$ cat src/rtl/bitwise_logic_pipe.sv
// rtl/bitwise_logic_pipe.sv - bitwise ALU feeding a 2-entry result FIFO with saturating transfer counter
// Optional: define BITWISE_LOGIC_PIPE_PARITY_EN to add out_par (per-entry XOR parity of the result).
module bitwise_logic_pipe #(
  parameter int WIDTH = 8,
  parameter int CNT_W = 16
) (
  input  logic             clk,
  input  logic             rst,
  input  logic             in_valid,
  output logic             in_ready,
  input  logic [WIDTH-1:0] in_a,
  input  logic [WIDTH-1:0] in_b,
  input  logic [2:0]       in_op,
  output logic             out_valid,
  input  logic             out_ready,
  output logic [WIDTH-1:0] out_y,
  output logic [2:0]       out_op,
`ifdef BITWISE_LOGIC_PIPE_PARITY_EN
  output logic             out_par,
`endif
  output logic [CNT_W-1:0] tx_count
);

  logic [1:0]       occ_q, occ_d;
  logic             wr_ptr_q, rd_ptr_q;
  logic [WIDTH-1:0] y_q [2];
  logic [2:0]       op_q [2];
  logic [CNT_W-1:0] cnt_q, cnt_d;
  logic [WIDTH-1:0] res;
  logic             push, pop;

  assign out_valid = (occ_q != 2'd0);
  assign in_ready  = (occ_q < 2'd2) || out_ready;
  assign push      = in_valid && in_ready;
  assign pop       = out_valid && out_ready;
  assign out_y     = y_q[rd_ptr_q];
  assign out_op    = op_q[rd_ptr_q];
  assign tx_count  = cnt_q;

  always_comb begin
    res = '0;
    case (in_op)
      3'd0: res = ~in_a;
      3'd1: res = in_a & in_b;
      3'd2: res = in_a | in_b;
      3'd3: res = ~(in_a & in_b);
      3'd4: res = ~(in_a | in_b);
      3'd5: res = in_a ^ in_b;
      3'd6: res = ~(in_a ^ in_b);
      default: res = in_a;
    endcase
  end

  // Simultaneous push and pop leaves occupancy untouched.
  always_comb begin
    occ_d = occ_q;
    case ({push, pop})
      2'b10:   occ_d = occ_q + 2'd1;
      2'b01:   occ_d = occ_q - 2'd1;
      default: occ_d = occ_q;
    endcase
    cnt_d = cnt_q;
    if (pop && (cnt_q != {CNT_W{1'b1}})) cnt_d = cnt_q + 1'b1;
  end

  always_ff @(posedge clk) begin
    if (rst) begin
      occ_q    <= 2'd0;
      wr_ptr_q <= 1'b0;
      rd_ptr_q <= 1'b0;
      cnt_q    <= '0;
      for (int i = 0; i < 2; i++) begin
        y_q[i]  <= '0;
        op_q[i] <= 3'd0;
      end
    end else begin
      occ_q <= occ_d;
      cnt_q <= cnt_d;
      if (push) begin
        y_q[wr_ptr_q]  <= res;
        op_q[wr_ptr_q] <= in_op;
        wr_ptr_q       <= ~wr_ptr_q;
      end
      if (pop) rd_ptr_q <= ~rd_ptr_q;
    end
  end

`ifdef BITWISE_LOGIC_PIPE_PARITY_EN
  logic par_q [2];

  assign out_par = par_q[rd_ptr_q];

  always_ff @(posedge clk) begin
    if (rst) begin
      par_q[0] <= 1'b0;
      par_q[1] <= 1'b0;
    end else if (push) begin
      par_q[wr_ptr_q] <= ^res;
    end
  end
`endif

endmodule

$ cat config.mk
export PLATFORM = sky130hd
export DESIGN_NAME = bitwise_logic_pipe
export DESIGN_NICKNAME = d
export VERILOG_FILES = /design/src/rtl/bitwise_logic_pipe.sv
export SDC_FILE = /design/constraint.sdc
export NUM_CORES = 1
export LEC_CHECK = 0
export ABC_AREA = 1
export CAP_MARGIN = 20
export CORE_UTILIZATION = 50
export CTS_BUF_LIST = sky130_fd_sc_hd__clkbuf_16
export DETAILED_ROUTE_END_ITERATION = 10
export DONT_BUFFER_PORTS = 1
export PLACE_DENSITY_LB_ADDON = 0.05
export SETUP_SLACK_MARGIN = 0.2
export SYNTH_ARGS = -nofsm -noshare
export SYNTH_HDL_FRONTEND = slang
export SYNTH_SLANG_ARGS = --single-unit
$ cat constraint.sdc
create_clock -name clk -period 1.4 [get_ports clk]
set_input_delay 0.28 -clock clk [delete_from_list [all_inputs] [get_ports clk]]
set_output_delay 0.28 -clock clk [all_outputs]
set_load 0.02 [all_outputs]
==> results.json, run 1 <==
{
  "clk_pin_slew_ps": 60,
  "io_pins": 52,
  "path_max_fanout": 7,
  "worstSetupPathType": "register to register",
  "portBuffers": 0,
  "vias": 2796,
  "crit_arrival_ps": 1510,
  "rsz0062_at_grt": "true",
  "syn_nets": 436,
  "n_fill_cell": 409,
  "maxSlewViolCount": 0,
  "violations": "setup timing",
  "synth_area_um2": 2918,
  "final_core_util": 0.7473,
  "die_height_um": 78.39,
  "first_iter_violations": 137,
  "setup_slack_ps": -76.06,
  "clock_latency_ps": 280,
  "ir_drop_v": 0.0005982,
  "cts_tree": "done",
  "track_usage": 0.2623,
  "grt.overflow.total": 0,
  "antenna_found_initial": 0,
  "yosysWarningCount": 0,
  "slew_headroom": 0.7877,
  "wire_per_inst_um": 15.71,
  "status": "finished, violations left",
  "rows": 27,
  "cts.sinks": 43,
  "p_leak_nw": 1.858,
  "synthFlopType": "edfxtp_1",
  "grt_pass1_wl_um": 12470,
  "cts_root_buf": "clkbuf_16",
  "p_per_area_nw_per_um2": 958.0,
  "max_cap_violations": 0,
  "r2r_slack_ps": -80,
  "clockBufferDepth": 2,
  "worst_r2r_endpoint": "y_q[0][5]",
  "hold_slack_ps": 50.67,
  "synth_edf_count": 22,
  "netlist_instances": 395,
  "fp.dieArea_um2": 6145,
  "ys_async_sr_fraction": 0,
  "ant_nets": 0,
  "drtPass1Iterations": 4,
  "gp_congestion": 0.8897,
  "layout-drive-gt1-share": 0.3867,
  "dp.final_hpwl_um": 5096,
  "fin_worst_skew_ps": 5.760,
  "dieWidth_um": 78.39,
  "crit_path_end_kind": "register",
  "core-area_um2": 5574,
  "grt_pass1_vias": 2627,
  "nets": 490,
  "cp.required_ps": 1430,
  "clock.fmax_ghz": 0.6775,
  "seq_area_frac_synth": 0.3705,
  "hp-class": "input port to register",
  "multi_input_area_um2": 2086,
  "cts_buffers": 5,
  "diodes": 0,
  "avgSynthCellArea_um2": 7.387,
  "critPathLaunchType": "register",
  "worst_pin_slew_ps": 317.5,
  "areaGrowthSynthToFinish_pct": 42.75,
  "ff_latch_area_um2": 1114,
  "avgViaCountPerCell": 5.356,
  "start_util": 0.5235,
  "grt_start_max_net_pins": 16,
  "min_from": "rst",
  "wl_um": 8201,
  "holdPathEnd": "tx_count[14]",
  "hold_depth": 1,
  "r2r_start": "occ_q[1]",
  "timing.final.crit_period_ps": 1476,
  "hold_viol_final": 0,
  "cts.htree.levels": 2,
  "reg2regPathDepth": 8,
  "fin_crit_sh": 1.054,
  "drc_errors": 0,
  "finalSetupViolCount": 48,
  "synth_cell_type_count": 36,
  "ys_ff_latch": 43
}
critical path: stages, from the launching register on:
cell     delay (ps)
dfxtp_2         340
inv_4            40
or2_4           260
nand2_4         100
nor2_4           40
nand2_2         110
buf_6           120
buf_12          150
nand2_8          80
report_power, final:
part | total, W | leakage [nW] | internal (W) | switching (W)
combinational | 0.00117 | 1.37 | 0.000532 | 0.000640
sequential | 0.00149 | 0.411 | 0.00143 | 0.0000629
clock | 0.00133 | 0.0812 | 0.000833 | 0.000494
total | 0.00399 | 1.86 | 0.00279 | 0.00120
placed cells by master (no fill, tap or decap), types with 9 or more instances in the layout:
| cell | instances |
|---|---|
| nor2_4 | 23 |
| edfxtp_1 | 22 |
| nand2_1 | 93 |
| inv_1 | 34 |
| nand4_1 | 13 |
| buf_4 | 38 |
| mux2_4 | 11 |
| dfxtp_2 | 14 |
| o21ai_0 | 18 |
| nor2_2 | 9 |
| nor2_1 | 44 |
| ha_1 | 16 |
synthesized netlist by cell type (2+ instances only):
cell | instances | area [um2]
a21oi_1 | 14 | 70.07
buf_2 | 4 | 20.02
buf_4 | 3 | 22.52
dfxtp_1 | 21 | 420.4
edfxtp_1 | 22 | 660.6
ha_1 | 18 | 225.2
inv_1 | 39 | 146.4
inv_2 | 3 | 11.26
mux2_2 | 11 | 123.9
nand2_1 | 102 | 382.9
nand2_2 | 4 | 25.02
nand3_1 | 15 | 75.07
nand3_2 | 2 | 20.02
nand4_1 | 13 | 81.33
nor2_1 | 72 | 270.3
nor2_4 | 3 | 33.78
nor3_1 | 4 | 20.02
o21ai_0 | 24 | 120.1
o21ai_1 | 3 | 15.01
or2_1 | 2 | 12.51
metrics by stage:
step	setup slack [ps]	power [W]	setup TNS [ps]	std cells	cell area (um2)
CTS	-8.076	0.003789	-32.15	513	3896
floorplan	31.35	0.002107	0	395	3083
global placement	32.81	0.002287	0	491	3368
detailed placement	-28.84	0.002305	-28.84	491	3368
global route	-101.3	0.004145	-3372	522	4165
finish	-76.06	0.003991	-1532	522	4165
final cells by class:
cell class                 instances  share of cell area
tap                               72             0.02163
sequential                        43              0.2673
clock buffer                       5             0.03004
clock inverter                     3            0.009312
inverter                          43             0.04055
timing repair buffer              54              0.1304
multi-input combinational        302              0.5008
cells by family (layout without fill, tap and decap cells):
group           Yosys count  count (layout)  share of synthesized area
buf+inv                  52             105                    0.07504
flops                    43              43                     0.3705
compound gates           44              44                    0.08062
fa+ha+maj                18              18                    0.07719
mux                      11              11                    0.04245
xor+xnor                  2               2                   0.006005
simple gates            225             227                     0.3482
registers in the layout (all words and copies together) (netlist names), named ones only:
| signal | count |
|---|---|
| rd_ptr_q | 1 |
| op_q | 6 |
| wr_ptr_q | 1 |
| occ_q | 2 |
| y_q | 16 |
| tx_count | 16 |
what timing repair did:
| action | 4_1_cts | 5_1_grt |
|---|---|---|
| buffers inserted | 11 | 8 |
| endpoints found under the setup margin | 76 | 75 |
| pin swaps | 23 | 18 |
| hold buffers | 0 | 0 |
| gates cloned | 3 | 1 |
| resized for setup | 65 | 38 |
| endpoints found under the hold margin | 0 | 0 |
worst max path at each step:
stage | from | end | slack, ps | depth (start not counted)
2_1_floorplan | occ_q[1] | occ_q[1] | 30 | 8
3_3_place_gp | occ_q[1] | occ_q[1] | 30 | 8
3_5_place_dp | occ_q[1] | occ_q[1] | -30 | 8
4_1_cts | register | out_y[2] | -8 | 2
5_1_grt | occ_q[1] | y_q[0][5] | -100 | 8
6_report | occ_q[1] | y_q[0][5] | -80 | 8
routing by layer:
metal	vias to the layer above	global-route usage	part of all wire	routed length [um]
met4	0	0.08519	0.015	127
met3	8	0.05349	0.050	406
met1	1310	0.3446	0.44	3609
met5	-	0	0	0
li1	1401	-	-	-
met2	77	0.4307	0.49	4057
No activity file was read; power rests on OpenSTA's default activity.
==> run 2: changes to the inputs <==
Settings changed: CORE_ASPECT_RATIO set to 1.2.
Clock period 1.4 ns to 1.35 ns, I/O delays scaled along.
==> results.json, run 2 (synthesis gave the netlist of run 1 again) <==
{
  "status": "finished, violations left",
  "violations": "setup timing",
  "dieWidth_um": 71.74,
  "rsz0062_at_grt": "true",
  "maxSlewViolCount": 0,
  "layout_commonest_cell": "nand2_1",
  "placed_cells_incl_taps": 482,
  "nets": 484,
  "cp-endpoint": "out_op[0]",
  "dp.final_hpwl_um": 5059,
  "path_max_fanout": 5,
  "areaGrowthSynthToFinish_pct": 43.48,
  "crit_path_top_delay_cell": "dfxtp_4",
  "diodes": 0,
  "use_met1": 0.2643,
  "place_area_um2": 3413,
  "core-area_um2": 5630,
  "p_leak_nw": 1.825,
  "wire_per_inst_um": 14.79,
  "start_util": 0.5182,
  "cts_tree": "done",
  "cpLargestDelayFamily": "flip-flops",
  "wl_um": 7511,
  "drtPass1Iterations": 4,
  "cts.htree.levels": 2,
  "cts.sinks": 43,
  "avgViaCountPerCell": 5.409,
  "cts_hold_buf": 0,
  "clk_pin_slew_ps": 60,
  "crit_path_end_kind": "primary output",
  "mostFrequentLayoutCells": "nand2_1 (94), nor2_1 (41), inv_1 (30)",
  "grt_pass1_vias": 2681,
  "drc_errors": 0,
  "ir_drop_v": 0.0005395,
  "cts_buffers": 5,
  "fp.dieArea_um2": 6146,
  "hold_viol_final": 0,
  "reg2regPathDepth": 8,
  "worst_r2r_endpoint": "occ_q[1]",
  "worst_pin_slew_ps": 403.0,
  "clock_latency_ps": 290,
  "grt_start_max_net_pins": 16,
  "hold_depth": 1,
  "grt.overflow.total": 0,
  "antenna_found_initial": 0,
  "track_usage": 0.2531,
  "ant_nets": 0,
  "rows": 30,
  "slowest_delay_ps": 370,
  "use_met3": 0.05053,
  "worstPathCellList": "clkbuf_16, mux2_4",
  "p_per_area_nw_per_um2": 931.3,
  "grt-busiest-layer": "met2",
  "clockBufferDepth": 2,
  "fin_worst_skew_ps": 4.235,
  "clock.fmax_ghz": 0.7032,
  "setup_slack_ps": -72.11,
  "timing.critical_path.buf_inv": 1,
  "r2r_slack_ps": -30,
  "vias": 2748,
  "io_pins": 52,
  "final_area_um2": 4187,
  "grt.met2_usage": 0.5009,
  "crit_arrival_ps": 1150,
  "r2r_start": "occ_q[1]",
  "gp_congestion": 0.8617,
  "die_height_um": 85.68,
  "slew_headroom": 0.7305,
  "cp.required_ps": 1080,
  "fin_cells": 508,
  "fin_crit_sh": 1.053,
  "critPathLaunchType": "register",
  "worst-path-stages": 2,
  "max_cap_violations": 0,
  "portBuffers": 0,
  "worstSetupPathType": "register to primary output",
  "first_iter_violations": 143,
  "cts_root_buf": "clkbuf_16",
  "grt_pass1_wl_um": 12150,
  "layout-drive-gt1-share": 0.3941,
  "timing.final.crit_period_ps": 1422,
  "finalSetupViolCount": 34,
  "hp-class": "input port to register"
}
[run 2: cell count changes in the layout (fill, tap and decap cells not counted), sizes merged]
cell      delta
bufinv       -1
buf          -6
clkinvlp     +1
[run 2: how the worst min path moves through the flow]
stage,slack [ps],end,start
after floorplan,330,tx_count[14],rst
after global placement,330,tx_count[4],rst
after detailed placement,340,tx_count[6],rst
after CTS,40,tx_count[6],rst
after global routing,30,tx_count[14],rst
final,30,tx_count[14],rst
[run 2: where the power goes]
part / switching, W / leakage (nW) / internal (W) / total (W)
combinational: 0.000656 / 1.35 / 0.000514 / 0.00117
clock: 0.000506 / 0.0674 / 0.000682 / 0.00119
sequential: 0.0000583 / 0.410 / 0.00148 / 0.00154
[run 2: metrics by stage]
stage	hold slack (ps)	setup slack, ps	TNS [ps]	util	power [W]
floorplan	331.7	-18.65	-223.7	-	0.002201
global placement	333.5	-20.67	-20.67	0.6062	0.002393
detailed placement	335.3	-28.08	-263.9	0.6062	0.002406
CTS	37.33	-48.58	-570.7	0.7182	0.003814
global route	28.03	-92.38	-3476	0.7436	0.004074
finish	33.41	-72.11	-1056	0.7436	0.003899
[run 2: metal layers]
metal,vias up,wire [um],share of wire
met5,-,0,0
li1,1396,-,-
met1,1264,2823,0.38
met2,77,4223,0.56
met4,0,101,0.013
met3,11,362,0.048
[run 2: what timing repair did]
item,in CTS,in global routing
buffers inserted,12,1
resized for setup,77,30
setup endpoints to repair,77,79
hold endpoints to repair,0,0
gates cloned,4,1
pin swaps,26,10
[run 2: final cells by class]
type	count	area, um2
repair buffers	48	543.0
inverters	43	166.4
multi-input cells	302	2141
flip-flops and latches	43	1111
clock buffers	5	125.1
fillers	406	1444
well taps	64	80.08
clock inverters	3	20.02
==> run 3: changes to the inputs <==
Settings changed: ABC_AREA 1 to not set, SLEW_MARGIN set to 25.
==> results.json, run 3 <==
{
  "fp.dieArea_um2": 5854,
  "diodes": 0,
  "place_ws_ps": -384.6,
  "min_from": "rst",
  "fin_crit_sh": 1.271,
  "netlist_instances": 297,
  "p_sw_w": 0.001381,
  "holdPathEnd": "occ_q[1]",
  "final_core_util": 0.7978,
  "gp_congestion": 0.8330,
  "areaGrowthSynthToFinish_pct": 53.34,
  "violations": "setup timing",
  "grt_start_max_net_pins": 38,
  "synth_edf_count": 22,
  "finalSetupViolCount": 63,
  "nets": 404,
  "avgViaCountPerCell": 5.876,
  "synth_top_area_share": 0.2381,
  "slew_headroom": 0.7432,
  "power_frac_seq": 0.369,
  "grt_pass1_vias": 2421,
  "yosysMostFrequentCell": "nor2_1",
  "maxSlewViolCount": 0,
  "critPathLaunchType": "register",
  "ys_ff_latch": 43,
  "cts_buffers": 5,
  "r2r_start": "tx_count[5]",
  "syn_nets": 338,
  "worst_r2r_endpoint": "tx_count[13]",
  "cts.htree.levels": 2,
  "antenna_found_initial": 0,
  "hold_depth": 1,
  "switching_share": 0.3072,
  "reg2regPathDepth": 5,
  "worst_pin_slew_ps": 385.2,
  "synth_area_leader_cell": "edfxtp_1",
  "synth_common_cells": "nor2_1 (36), inv_1 (26), edfxtp_1 (22)",
  "layout-drive-gt1-share": 0.5549,
  "status": "finished, violations left",
  "fin_cells": 426,
  "tns_ps": -4894,
  "clock.fmax_ghz": 0.5830,
  "first_iter_violations": 134,
  "placed_cells_incl_taps": 406,
  "setup_slack_ps": -365.4,
  "yosysWarningCount": 0,
  "dp.final_hpwl_um": 4975,
  "rsz0062_at_grt": "true",
  "cts_root_buf": "clkbuf_16",
  "crit_path_end_kind": "register",
  "cp.required_ps": 1560,
  "grt.overflow.total": 0,
  "worstSetupPathType": "register to register",
  "hp-class": "input port to register",
  "grt_pass1_wl_um": 11470,
  "cts_tree": "done",
  "synth_cell_type_count": 48,
  "p_per_area_nw_per_um2": 1057,
  "path_max_fanout": 4,
  "max_cap_violations": 0,
  "timing.final.crit_period_ps": 1715,
  "wl_um": 7012,
  "p_leak_nw": 1.670,
  "fin_worst_skew_ps": 5.215,
  "track_usage": 0.2460,
  "slowest_delay_ps": 520,
  "synth_area_um2": 2775,
  "drc_errors": 0,
  "n_fill_cell": 316,
  "ir_drop_v": 0.0008329,
  "avgSynthCellArea_um2": 9.344,
  "worstPathCellList": "nand3_4, or4b_4, buf_6, or4_4, a21oi_1",
  "crit_path_top_delay_cell": "or4b_4",
  "portBuffers": 0,
  "rows": 29,
  "clock_latency_ps": 280,
  "seq_area_frac_synth": 0.3895,
  "ys_async_sr_fraction": 0,
  "ant_nets": 0,
  "drtPass1Iterations": 4,
  "layout_commonest_cell": "buf_4",
  "wire_per_inst_um": 16.46,
  "hold_viol_final": 0,
  "internal_power_w": 0.003116,
  "synthFlopType": "edfxtp_1",
  "dieWidth_um": 70.01,
  "p_comb_frac": 0.376,
  "core-area_um2": 5334,
  "clkPwrFrac": 0.256,
  "vias": 2503,
  "mostFrequentLayoutCells": "buf_4 (44), nor2_1 (24), edfxtp_1 (22)",
  "die_height_um": 83.61,
  "io_pins": 52,
  "r2r_slack_ps": -370,
  "start_util": 0.5203,
  "clockBufferDepth": 2,
  "crit_arrival_ps": 1920,
  "cts.sinks": 43,
  "clk_pin_slew_ps": 60,
  "total_power_w": 0.004497,
  "ys_top_cells_by_area": "edfxtp_1 (24%), dfxtp_1 (15%), ha_1 (8.1%)"
}
## run 3: cell types whose count changed in the layout (fill, tap and decap cells not counted), moves of 7 or more
cell	before	now
nand2_1	94	14
nor2_4	29	3
inv_1	30	11
nor2_1	41	24
buf_4	28	44
buf_6	10	20
dfxtp_2	15	6
dfxtp_4	3	12
o21ai_1	9	1
nand3_2	8	1
nand4_1	13	6
## run 3: cell families (layout without fill, tap and decap cells)
group,after synthesis,after routing,synth area share
adders and majority gates,18,18,0.08116
muxes,22,22,0.1127
AOI/OAI and AO/OA,62,62,0.1452
xor gates and xnor gates,5,5,0.01578
and+or+nand+nor,107,109,0.2006
DFF,43,43,0.3895
buffers and inverters,40,105,0.05500
## run 3: worst max-delay path by stage
| stage | from | slack (ps) | cells past startpoint | end |
|---|---|---|---|---|
| final | tx_count[5] | -370 | 5 | tx_count[13] |
| after global routing | tx_count[5] | -410 | 5 | tx_count[9] |
| after CTS | tx_count[5] | -380 | 5 | tx_count[13] |
| after detailed placement | tx_count[1] | -380 | 5 | tx_count[13] |
| after global placement | tx_count[0] | -350 | 4 | tx_count[15] |
| after floorplan | tx_count[7] | -410 | 4 | tx_count[15] |
## run 3: power by group through the flow
stage,Clock [W],Sequential (W),Combinational [W]
2_1_floorplan,0,0.00169,0.00108
3_3_place_gp,0,0.00165,0.00138
3_5_place_dp,0,0.00166,0.00141
4_1_cts,0.00116,0.00166,0.00158
5_1_grt,0.00122,0.00167,0.00180
6_report,0.00115,0.00166,0.00169
## run 3: metrics by stage
step                      hold slack (ps)  instance area, um2
after floorplan                     480.7                3232
after global placement              333.4                3670
after detailed placement            335.3                3670
after global routing                26.72                4255
final                               35.72                4255
after CTS                           35.87                4115
## run 3: timing repair
item / 4_1_cts / 5_1_grt
cloned: 2 / 0
endpoints found under the setup margin: 81 / 78
setup buffers: 6 / 4
hold buffers: 0 / 0
pin swaps: 32 / 17
gates resized for setup: 50 / 29
## run 3: area by class of cell
cell class                 count  area (um2)  share of cell area
inverter                      28       186.4             0.04381
clock buffer                   5       125.1             0.02940
clock inverter                 3       16.27            0.003822
tap                           62       77.57             0.01823
sequential                    43        1134              0.2664
multi-input combinational    216        2061              0.4843
timing repair buffer          69       655.6              0.1541
## run 3: worst max-delay path, delay by kind of cell, from the launching register on
family	cells	cell delay [ps]
and+or+nand+nor	3	1010
DFF	1	350
buffers and inverters	1	140
AOI/OAI and AO/OA	1	140
## run 3: layer usage
metal | GRT usage | routed length, um | vias up
met5 | 0 | 0 | -
met4 | 0.07273 | 85 | 0
met3 | 0.04469 | 343 | 8
met2 | 0.3977 | 3393 | 74
met1 | 0.3354 | 3190 | 1202
li1 | - | - | 1219
